===== src/rtl/amp_frontend_pkg.sv =====
// Shared types and I2S defaults for the amplifier frontend.
package amp_frontend_pkg;

    typedef enum logic [1:0] {
        IDLE,
        RUN,
        DRAIN
    } i2s_state_e;

    localparam int I2S_SLOT_W   = 32;
    localparam int I2S_BCK_HALF = 16;

endpackage


===== src/rtl/i2s_bck_gen.sv =====
// Bit-clock divider: toggles bck every BCK_HALF clk and flags the edge at which
// bck is about to rise or fall, so the caller can update data on that same edge.
module i2s_bck_gen #(
    parameter int BCK_HALF = 16
) (
    input  logic clk,
    input  logic rst_n,
    input  logic clr,
    output logic bck,
    output logic bck_fall,
    output logic bck_rise
);

    localparam int DIV_W = (BCK_HALF > 1) ? $clog2(BCK_HALF) : 1;

    logic [DIV_W-1:0] div_q, div_d;
    logic             bck_q, bck_d;
    logic             tc;

    assign tc = (div_q == DIV_W'(BCK_HALF - 1));

    always_comb begin
        div_d = tc ? '0 : div_q + 1'b1;
        bck_d = bck_q ^ tc;
        if (clr) begin
            div_d = '0;
            bck_d = 1'b0;
        end
    end

    always_ff @(posedge clk or negedge rst_n) begin
        if (!rst_n) begin
            div_q <= '0;
            bck_q <= 1'b0;
        end else begin
            div_q <= div_d;
            bck_q <= bck_d;
        end
    end

    assign bck      = bck_q;
    assign bck_fall = tc && bck_q && !clr;
    assign bck_rise = tc && !bck_q && !clr;

endmodule


===== src/rtl/i2s_tx.sv =====
// Stereo PCM to I2S serializer with a one-pair holding register; frames with
// no buffered pair are sent as silence and flagged on underrun.
module i2s_tx
    import amp_frontend_pkg::*;
#(
    parameter int SAMPLE_W = 24,
    parameter int SLOT_W   = I2S_SLOT_W,
    parameter int BCK_HALF = I2S_BCK_HALF
) (
    input  logic                clk,
    input  logic                reset,
    input  logic                enable,
    input  logic                s_valid,
    output logic                s_ready,
    input  logic [SAMPLE_W-1:0] s_left,
    input  logic [SAMPLE_W-1:0] s_right,
    output logic                i2s_bck,
    output logic                i2s_ws,
    output logic                i2s_d0,
    output logic                underrun,
    output logic                running
);

    localparam int FRAME_W = 2 * SLOT_W;
    localparam int CNT_W   = $clog2(FRAME_W);
    localparam logic [CNT_W-1:0] B_LAST = CNT_W'(FRAME_W - 1);
    localparam logic [CNT_W-1:0] WS_LO  = CNT_W'(SLOT_W - 1);
    localparam logic [CNT_W-1:0] WS_HI  = CNT_W'(FRAME_W - 2);

    i2s_state_e          state_q, state_d;
    logic                hold_vld_q, hold_vld_d;
    logic [SAMPLE_W-1:0] hold_l_q, hold_l_d, hold_r_q, hold_r_d;
    logic [FRAME_W-1:0]  frame_q, frame_d;
    logic [CNT_W-1:0]    b_q, b_d, b_next;
    logic                ws_q, ws_d;
    logic                underrun_q, underrun_d;
    logic                running_q, running_d;
    logic                s_ready_q, s_ready_d;
    logic                bck_fall, bck_rise_unused;
    logic [SLOT_W-1:0]   slot_l, slot_r;

    i2s_bck_gen #(.BCK_HALF(BCK_HALF)) u_bck_gen (
        .clk      (clk),
        .rst_n    (reset),
        .clr      (state_q == IDLE),
        .bck      (i2s_bck),
        .bck_fall (bck_fall),
        .bck_rise (bck_rise_unused)
    );

    // MSB-aligned slots, LSBs zero-padded
    assign slot_l = SLOT_W'(hold_l_q) << (SLOT_W - SAMPLE_W);
    assign slot_r = SLOT_W'(hold_r_q) << (SLOT_W - SAMPLE_W);
    assign b_next = (b_q == B_LAST) ? '0 : b_q + 1'b1;

    always_comb begin
        state_d    = state_q;
        hold_vld_d = hold_vld_q;
        hold_l_d   = hold_l_q;
        hold_r_d   = hold_r_q;
        frame_d    = frame_q;
        b_d        = b_q;
        ws_d       = ws_q;
        underrun_d = 1'b0;

        if (s_valid && !hold_vld_q) begin
            hold_vld_d = 1'b1;
            hold_l_d   = s_left;
            hold_r_d   = s_right;
        end

        case (state_q)
            IDLE: begin
                if (enable && hold_vld_q) begin
                    state_d    = RUN;
                    frame_d    = {slot_l, slot_r};
                    hold_vld_d = 1'b0;
                    b_d        = '0;
                    ws_d       = 1'b0;
                end
            end
            default: begin
                if (state_q == RUN && !enable) state_d = DRAIN;
                if (bck_fall) begin
                    b_d  = b_next;
                    ws_d = (b_next >= WS_LO) && (b_next <= WS_HI);
                    if (b_q != B_LAST) begin
                        frame_d = frame_q << 1;
                    end else if (!enable) begin
                        // Frame done with the stream stopped: go quiet, keep any held pair.
                        state_d = IDLE;
                        frame_d = '0;
                    end else begin
                        state_d = RUN;
                        if (hold_vld_q) begin
                            frame_d    = {slot_l, slot_r};
                            hold_vld_d = 1'b0;
                        end else begin
                            frame_d    = '0;
                            underrun_d = 1'b1;
                        end
                    end
                end
            end
        endcase

        running_d = (state_d != IDLE);
        s_ready_d = !hold_vld_d;
    end

    always_ff @(posedge clk or negedge reset) begin
        if (!reset) begin
            state_q    <= IDLE;
            hold_vld_q <= 1'b0;
            hold_l_q   <= '0;
            hold_r_q   <= '0;
            frame_q    <= '0;
            b_q        <= '0;
            ws_q       <= 1'b0;
            underrun_q <= 1'b0;
            running_q  <= 1'b0;
            s_ready_q  <= 1'b1;
        end else begin
            state_q    <= state_d;
            hold_vld_q <= hold_vld_d;
            hold_l_q   <= hold_l_d;
            hold_r_q   <= hold_r_d;
            frame_q    <= frame_d;
            b_q        <= b_d;
            ws_q       <= ws_d;
            underrun_q <= underrun_d;
            running_q  <= running_d;
            s_ready_q  <= s_ready_d;
        end
    end

    assign i2s_d0   = frame_q[FRAME_W-1];
    assign i2s_ws   = ws_q;
    assign underrun = underrun_q;
    assign running  = running_q;
    assign s_ready  = s_ready_q;

endmodule

===== config.mk =====
export PLATFORM = sky130hd
export DESIGN_NAME = i2s_tx
export DESIGN_NICKNAME = d
export VERILOG_FILES = /design/src/rtl/amp_frontend_pkg.sv /design/src/rtl/i2s_bck_gen.sv /design/src/rtl/i2s_tx.sv
export SDC_FILE = /design/constraint.sdc
export NUM_CORES = 1
export LEC_CHECK = 0
export BUFFER_PORTS_ARGS = -buffer_cell sky130_fd_sc_hd__buf_2
export CORE_MARGIN = 2
export CORE_UTILIZATION = 45
export DETAILED_ROUTE_END_ITERATION = 6
export HOLD_SLACK_MARGIN = 0.03
export PLACE_DENSITY = 0.61
export RECOVER_POWER = 100
export SLEW_MARGIN = 20
export SYNTH_ARGS = -nofsm -noshare
export SYNTH_HDL_FRONTEND = slang
export SYNTH_SLANG_ARGS = --single-unit

===== constraint.sdc =====
create_clock -name clk -period 5.65 [get_ports clk]
set_clock_uncertainty 0.2 [all_clocks]
set_input_delay 0 -clock clk [delete_from_list [all_inputs] [get_ports clk]]
set_output_delay 0 -clock clk [all_outputs]
set_load 0.02 [all_outputs]

==> results of run 1 <==
==> final cells by class <==
cell class,count,area (µm²)
repair buffers,111,825
flip-flops and latches,122,3050
clock inverters,13,166
well taps,143,179
fillers,934,4660
inverters,5,18.8
multi-input cells,270,1910
clock buffers,19,453
==> worst register-to-register path, stage by stage, from the launching register on <==
cell	delay [ns]
sky130_fd_sc_hd__dfrtp_1	0.39
sky130_fd_sc_hd__ha_1	0.22
sky130_fd_sc_hd__and3_1	0.19
sky130_fd_sc_hd__ha_1	0.19
sky130_fd_sc_hd__o21a_1	0.19
sky130_fd_sc_hd__a31oi_4	0.16
sky130_fd_sc_hd__clkbuf_2	1.31
sky130_fd_sc_hd__o21ai_0	0.37
==> kinds of logic (layout without fill, tap and decap cells) <==
| group | Yosys count | after routing | share of synthesized area [%] |
|---|---|---|---|
| xor gates and xnor gates | 3 | 3 | 0.511 |
| AOI/OAI and AO/OA | 129 | 129 | 17.0 |
| and+or+nand+nor | 84 | 84 | 7.22 |
| muxes | 49 | 49 | 10.7 |
| DFF | 122 | 122 | 59.4 |
| adders and majority gates | 5 | 5 | 1.22 |
| buffers and inverters | 32 | 148 | 3.99 |
==> repair_timing <==
item | 4_1_cts | 5_1_grt
hold buffers | 50 | 0
endpoints found under the hold margin | 119 | 0
buffers inserted | 0 | 0
==> how the worst min path moves through the flow <==
stage,startpoint,endpoint,cells after the start
6_report,reset,hold_r_q[8]$_DFFE_PN0P_,2
3_3_place_gp,reset,hold_vld_q$_DFF_PN0_,1
3_5_place_dp,reset,hold_r_q[8]$_DFFE_PN0P_,1
5_1_grt,reset,frame_q[14]$_DFFE_PN0P_,2
4_1_cts,reset,hold_r_q[7]$_DFFE_PN0P_,2
2_1_floorplan,reset,b_q[0]$_DFFE_PN0P_,0
==> Yosys cell counts, drive strengths merged <==
master | instances | area share (%)
dfstp | 1 | 0.51
xnor2 | 1 | 0.17
xor2 | 2 | 0.34
a22o | 8 | 1.4
o211ai | 1 | 0.15
nor4b | 1 | 0.17
clkbuf | 5 | 0.41
dfrtp | 121 | 59
o21ai | 60 | 5.8
o21a | 1 | 0.15
or2 | 1 | 0.12
o311a | 1 | 0.19
nor2 | 9 | 0.85
a31o | 1 | 0.34
and3 | 1 | 0.12
inv | 5 | 0.36
nor3 | 3 | 0.29
nand4b | 1 | 0.17
a21oi | 7 | 0.68
nand2 | 60 | 4.4
a31oi | 1 | 0.12
mux2 | 49 | 11
ha | 5 | 1.2
a22oi | 47 | 7.8
o31ai | 2 | 0.29
nand3 | 4 | 0.63
nor2b | 4 | 0.49
buf | 22 | 3.2
==> placed cells by master (no fill, tap or decap), types with 5 or more instances in the layout <==
cell type and instances:
sky130_fd_sc_hd__a21oi_1 7, sky130_fd_sc_hd__a22o_1 8, sky130_fd_sc_hd__a22oi_1 37, sky130_fd_sc_hd__a22oi_2 10
sky130_fd_sc_hd__buf_2 50, sky130_fd_sc_hd__clkbuf_1 7, sky130_fd_sc_hd__clkbuf_16 17, sky130_fd_sc_hd__dfrtp_1 121
sky130_fd_sc_hd__dlygate4sd3_1 50, sky130_fd_sc_hd__ha_1 5, sky130_fd_sc_hd__inv_1 5, sky130_fd_sc_hd__mux2_2 49
sky130_fd_sc_hd__nand2_1 60, sky130_fd_sc_hd__nor2_1 7, sky130_fd_sc_hd__o21ai_0 59
==> registers in the layout, indices dropped and copies added, names as in the netlist <==
signal           count
b_q                  6
hold_l_q            24
u_bck_gen.bck        1
frame_q             56
hold_vld_q           1
s_ready              1
underrun             1
hold_r_q            24
u_bck_gen.div_q      4
running              1
i2s_ws               1
state_q              2
==> per-stage QoR <==
stage                     power, mW  cell area (µm²)
after floorplan                1.90             5140
after global placement         2.05             5480
after detailed placement       2.09             5500
after CTS                      3.25             6620
after global routing           3.42             6610
final                          3.21             6610
==> layer usage <==
metal | vias up | global-route usage [%]
li1 | 1726 | -
met1 | 1767 | 23.4
met2 | 72 | 29.5
met3 | 11 | 4.54
met4 | 0 | 6.92
met5 | - | 0
==> power by group through the flow <==
stage / combinational [mW] / sequential (mW) / clock [mW]
floorplan: 0.517 / 1.38 / 0
global placement: 0.615 / 1.43 / 0
detailed placement: 0.651 / 1.44 / 0
CTS: 0.679 / 1.43 / 1.14
global route: 0.765 / 1.47 / 1.19
finish: 0.665 / 1.43 / 1.12
==> results.txt, run 1 <==
The share of total power dissipated in sequential elements is 44.4%. The leakage power summed over all cells came out at 2.83 nW. The mean instance size in the synthesized netlist is 12.1 µm². The I/O pin total came out at 58. The start-to-end type of the worst setup path is reg2reg. The buffer and inverter count on the worst path is 1. The internal power of the cells totals 2.29 mW. The highest achievable clock rate is 292 MHz. The startpoint of the most critical register-to-register path is u_bck_gen.div_q[0]$_DFF_PN0_.

The power density over cell area came out at 486 nW/µm². The initial utilization of the core area, before any placement, comes to 45.6%. The total length of routed met2 wires is 4930 µm.

The max-slew violation total from the final report is 162. Routed signal wires occupy layers up through met4. The TritonCTS clock tree is done.

The gate count of the mapped netlist came out at 424. The run finished, with violations left. OpenSTA, run right after detailed placement, puts the worst setup slack at 2.89 ns. The placer congestion estimate came out at 0.759. The most critical setup path has its startpoint at u_bck_gen.div_q[0]$_DFF_PN0_.

The endpoint identified for the worst register-to-register timing path is frame_q[56]$_DFFE_PN0P_. The headroom to the max-slew limit came out at -80.0%. The total net switching power is 0.921 mW.

In this run the worst setup path terminates at frame_q[56]$_DFFE_PN0P_. In this run switching power makes up 28.7% of total power. The remaining antenna violation count after routing is 0.

The longest individual stage delay on the worst path came out at 1.31 ns. Entering global routing, the biggest net connects 112 pins. The worst setup path is captured at a flip-flop. In this run the number of H-tree levels came out at 4. In this run the number of cells on the critical path is 7. The smallest hold slack came out at 0.0271 ns. The synthesized net count came out at 481. The worst reg-to-reg path cell count came out at 7. The count of maximum capacitance violations came out at 2. The sum of negative setup slack is 0 ns.

The post-layout minimum cycle time came out at 3.43 ns. The total die area is 12,300 µm². The final cell utilization of the core is 58.6%. The first-pass detailed-route iteration total came out at 4. The clock latency on the worst-skew pair is 0.41 ns. The core box area is 11,300 µm². For this run, design rule violations remaining after detail routing come to 0. The maximum buffer depth of the clock tree is 2. The floorplan has 39 rows. The count of routing violations after the opening detailed-route iteration is 243. The wire length after detailed routing came out at 9920 µm. The leftover overflow at the end of global routing came out at 0. Setup repair after global routing left no endpoint under its margin. The classification of the worst-slack hold path is in2async.

The final instance count without filler cells is 683. In the final routing, the length of wire on met1 measures 4460 µm. The number of clock buffers added by TritonCTS is 17. The largest individual stage delay along the critical path comes from the cell sky130_fd_sc_hd__clkbuf_2.

STA classifies the critical path startpoint as a flip-flop. The data required time at the worst endpoint is 5.65 ns. The top cell family by delay on the critical path is buffers and inverters. The number of warnings printed during yosys synthesis came out at 0. The slew at the pin closest to its max-slew limit is 2.70 ns. Combinational logic burns 20.7% of the power. From synthesis to final layout, the design area changed by 28.5%. The met3 layer wire length in the routed design is 381 µm. The overall die width came out at 111 µm. The part of the power in the clock network came out at 34.9%. The synthesized design contains 122 register bits. Counting stages on the worst path, the most repeated cell is sky130_fd_sc_hd__ha_1.

The number of global-route vias before repair came out at 3,761. The number of antenna violations at the first check in global routing came out at 0. Of the synthesized area, sequential elements account for 59.4%. The routed length per placed instance is 14.5 µm.

The arrival time of data at the critical path endpoint came out at 3.43 ns. The top fanout value on the critical path came out at 111. The worst setup slack for register-to-register paths is 2.22 ns. The checks that failed: capacitance limit, slew limit. The share of the clock period used by the worst path is 60.7%. The number of endpoints with negative hold slack in the final report came out at 0.

The clock net in this run drives a total of 122 sinks. The first-pass GRT wire length is 17,900 µm. Clock-pin slew was measured on the worst setup and hold paths at 0.06 ns. The cell area after synthesis came out at 5140 µm². The post-cts gate resize count is 0. The count of final setup violators is 0.

The number of buffers inserted by port buffering came out at 57. The height of the chip is 111 µm. The worst ir drop on vdd is 377 µV. The clock root buffer master is sky130_fd_sc_hd__clkbuf_16. Including well taps, the total number of placed cells is 601. Traced cell by cell, the critical path runs through ha_1, and3_1, ha_1, o21a_1, a31oi_4, clkbuf_2, o21ai_0.

The mean number of vias per cell came out at 5.24. The sum of net half-perimeters after detailed placement came out at 5670 µm. The number of antenna diodes in the final layout is 0. The layout net count came out at 584. Summing over every cut layer, the via total after detailed routing is 3,576.

The netlist uses 37 different library cells. The total global-route track usage came out at 18.1%. The slack of the critical path is 2.22 ns. The ratio of cells with drive above 1 in the final layout is 28.3%.
Power figures use the tool's default switching activity.
==> run 2, diff against run 1 <==
--- a/config.mk
+++ b/config.mk
@@ -5,12 +5,13 @@
 export SDC_FILE = /design/constraint.sdc
 export NUM_CORES = 1
 export LEC_CHECK = 0
+export ABC_AREA = 1
 export BUFFER_PORTS_ARGS = -buffer_cell sky130_fd_sc_hd__buf_2
 export CORE_MARGIN = 2
 export CORE_UTILIZATION = 45
 export DETAILED_ROUTE_END_ITERATION = 6
 export HOLD_SLACK_MARGIN = 0.03
-export PLACE_DENSITY = 0.61
+export PLACE_DENSITY = 0.63
 export RECOVER_POWER = 100
 export SLEW_MARGIN = 20
 export SYNTH_ARGS = -nofsm -noshare
==> constraint.sdc (replaced) <==
create_clock -name clk -period 2.8 [get_ports clk]
set_clock_uncertainty 0.2 [all_clocks]
set_input_delay 0 -clock clk [delete_from_list [all_inputs] [get_ports clk]]
set_output_delay 0 -clock clk [all_outputs]
set_load 0.02 [all_outputs]
==> run 2 against run 1 <==
  * Wire length is 13% higher
  * Highest routed layer unchanged
  * The run now ends clean
  * Cell area is 6.9% higher
  * Critical path type unchanged
  * Clock-buffer cell count is 5 higher
==> results.txt, run 2 <==
The layout net count came out at 770. The number of endpoints with negative hold slack in the final report is 0. After the first detailed-routing iteration, the DRC count stood at 216.

The largest registers in the layout are frame_q: 56 flops, hold_l_q: 24 flops, hold_r_q: 24 flops. The leading cell type in the layout, fill and taps excluded is sky130_fd_sc_hd__dfrtp_1. The count of nets left with antenna violations once routing finished came out at 0.

The leakage power summed over all cells came out at 3.38 nW. The count of buffers added on input and output ports is 57. The number of antenna violations at the first check in global routing came out at 0. The overall power of the completed layout is 7.44 mW. The total die area came out at 13,200 µm².

Before antenna repair, the detailed router went through 5 iterations. In the routed layout, each cell is associated on average with a via count of 4.92. The layout overhead on the synthesized area is 27.9%. The worst ir drop on vdd came out at 496 µV. Post-CTS timing repair inserted 0 buffers for setup.

The register with the most flip-flops in the final layout is frame_q. The proportion of synthesized flip-flops having asynchronous set or reset came out at 100%. For this run the aggregate overflow at the end of global routing stands at 0.

The number of enable flip-flop cells after synthesis came out at 0. The I/O pin total is 58. Sorting the synthesized cells by how often they occur yields sky130_fd_sc_hd__dfrtp_1, sky130_fd_sc_hd__nor2_1, sky130_fd_sc_hd__a21oi_1. Cells fill 58.8% of the core in the end.

The mean instance size in the synthesized netlist came out at 9.22 µm². The total inserted antenna cells is 0. The DRC violation count after routing came out at 0.

The headroom to the max-slew limit came out at 11.9%. The number of cells on the worst reg-to-reg path is 7. The total global-route track usage came out at 18.9%. The count of maximum capacitance violations is 0. The share of the clock period used by the worst path is 92.3%. Setup repair after global routing left no endpoint under its margin. The clock latency on the worst-skew pair is 0.41 ns. The worst setup path is of the reg2reg kind.

Of all nets on the critical path, the largest fanout is 27. Measured along the x axis, the die boundary spans 115 µm. Counting flops and latches in the post-synthesis netlist gives 122.

The slack of the critical path came out at 0.217 ns. The highest achievable clock rate is 387 MHz. The sequential share of the synthesized area came out at 55.3%. The data required time at the worst endpoint came out at 2.93 ns. Routability-driven placement finished with a final weighted congestion of 0.826. Among all flip-flop cells after synthesis, the most frequent one is sky130_fd_sc_hd__dfrtp_1. The detailed-route via count is 4,295.

The type of element launching the critical path is a flip-flop. The number of flip-flops under the largest register name came out at 56. After detailed routing, the total wire length is 11,200 µm. The gate count of the mapped netlist came out at 599. From bottom edge to top edge, the die measures 115 µm.

The startpoint of the most critical register-to-register path is b_q[1]$_DFFE_PN0P_. The power density over cell area came out at 1050 nW/µm². The routed length per placed instance came out at 12.8 µm. The number of global-route vias before repair came out at 4,412. The count of hold-fix buffers inserted at cts came out at 54.

Post-CTS repair changed the size of 0 cells. The cell area after synthesis is 5520 µm². The clock passes through at most 2 buffers. The flow ran to the end, and the final reports show no timing, DRC or antenna violations. For flop-to-flop paths, the worst setup slack is 0.22 ns. The largest area contributor in the netlist is sky130_fd_sc_hd__dfrtp_1. The share of Yosys cell area claimed by the top area cell type is 54.9%. The layout filler cell count is 1,016. The worst hold path terminates at hold_l_q[23]$_DFFE_PN0P_. The most common cell in the synthesized netlist is sky130_fd_sc_hd__dfrtp_1.

The sum of net half-perimeters after detailed placement is 7190 µm. The smallest hold slack is 0.142 ns. The pin count of the biggest net entering global routing came out at 62. The tree is rooted in a sky130_fd_sc_hd__clkbuf_16. The max-slew violation total from the final report came to 0. The floorplan has 40 rows. The H-tree depth reported by CTS came out at 4. The worst slack at placement is 0.683 ns. Summed over all failing endpoints, the final setup total negative slack is 0 ns. The TritonCTS clock tree is done.

The number of warnings printed during yosys synthesis is 0. The post-layout minimum cycle time came out at 2.58 ns. Sorting the synthesized cells by area gives the leading types as sky130_fd_sc_hd__dfrtp_1, sky130_fd_sc_hd__mux2_2, sky130_fd_sc_hd__a21oi_1. The post-synthesis cell type count came out at 25.

The number of cells on the worst hold path came out at 3. The clock slew seen by the registers of the worst setup and hold paths is 0.05 ns. Cells with a size suffix above 1 make up 20.5% of the layout. In this run the critical register-to-register path is captured at frame_q[37]$_DFFE_PN0P_. The starting density of the core is 46.0%. The slew at the pin closest to its max-slew limit is 1.32 ns.

In this run the worst hold path is classified as in2reg. The synthesized net count came out at 656. The first global-routing pass estimated 19,600 µm of wire.

The worst setup path is captured at a flip-flop. For the worst setup path, the data arrival time is 2.71 ns. The core box area came out at 12,000 µm².

The number of sinks on the clock net is 122. The clock buffer count from CTS is 17. The count of final setup violators came out at 0.

The origin of the worst min-delay path is s_left[23]. In the layout the commonest cells are sky130_fd_sc_hd__dfrtp_1, sky130_fd_sc_hd__nor2_1, sky130_fd_sc_hd__a21oi_1, sky130_fd_sc_hd__inv_1, sky130_fd_sc_hd__nand2_1.
## run 2: changes by cell type after synthesis, sizes merged, moves of 8 or more
cell | before | now
nor2 | 9 | 113
a21oi | 7 | 96
inv | 5 | 76
o21ai | 60 | 7
a22oi | 47 | 0
nand3 | 4 | 15
o22ai | 0 | 11
clkbuf | 5 | 14
a22o | 8 | 0
nand2 | 60 | 68
## run 2: power by group
group          switching (mW)  internal (mW)
combinational            1.27           1.03
clock                   0.720           1.48
sequential              0.399           2.54
total                    2.39           5.05
## run 2: worst max-delay path: stages (launching register included)
cell	delay [ns]
sky130_fd_sc_hd__dfrtp_1	0.42
sky130_fd_sc_hd__ha_1	0.22
sky130_fd_sc_hd__nand2_1	0.15
sky130_fd_sc_hd__nor2_2	0.09
sky130_fd_sc_hd__nand2_1	0.29
sky130_fd_sc_hd__clkbuf_2	0.54
sky130_fd_sc_hd__nand2_1	0.34
sky130_fd_sc_hd__o22ai_1	0.25
## run 2: final cells by class
class	count	area (µm²)	area share (%)
Sequential cell	122	3050	43.2
Multi-Input combinational cell	370	2020	28.5
Timing Repair Buffer	126	917	13.0
Clock buffer	24	492	6.96
Inverter	76	285	4.04
Tap cell	147	184	2.60
Clock inverter	8	115	1.63
## run 2: how the worst max path moves through the flow
stage                                       from                       to  slack, ns  depth (start not counted)
CTS                 u_bck_gen.div_q[0]$_DFF_PN0_     hold_vld_q$_DFF_PN0_       0.28                         11
finish                        b_q[1]$_DFFE_PN0P_  frame_q[37]$_DFFE_PN0P_       0.22                          7
floorplan           u_bck_gen.div_q[0]$_DFF_PN0_  frame_q[40]$_DFFE_PN0P_       0.80                         11
global route        u_bck_gen.div_q[0]$_DFF_PN0_     hold_vld_q$_DFF_PN0_       0.03                         11
detailed placement  u_bck_gen.div_q[0]$_DFF_PN0_  frame_q[50]$_DFFE_PN0P_       0.68                         11
global placement    u_bck_gen.div_q[0]$_DFF_PN0_  frame_q[51]$_DFFE_PN0P_       0.76                         11
## run 2: cells by family (layout without fill, tap and decap cells)
kind of cell	count (synthesis)	count (layout)	synth area share, %
flip-flops	122	122	55.3
buffers and inverters	107	234	7.98
XOR/XNOR	1	1	0.159
AO/OA/AOI/OAI	117	117	11.1
adder cells (fa/ha/maj)	5	5	1.13
multiplexers	48	48	9.79
AND/OR/NAND/NOR	199	199	14.6
## run 2: metal layers
| metal | part of all wire [%] | GRT usage (%) |
|---|---|---|
| met5 | 0 | 0 |
| met4 | 1.8 | 8.35 |
| met3 | 3.0 | 4.69 |
| met2 | 51 | 32.3 |
| met1 | 44 | 22.7 |
## run 2: through the flow
stage          cells  instance area, µm²
4_1_cts          873                7140
5_1_grt          873                7060
6_report         873                7060
3_3_place_gp     787                6000
2_1_floorplan    599                5520
3_5_place_dp     787                6000
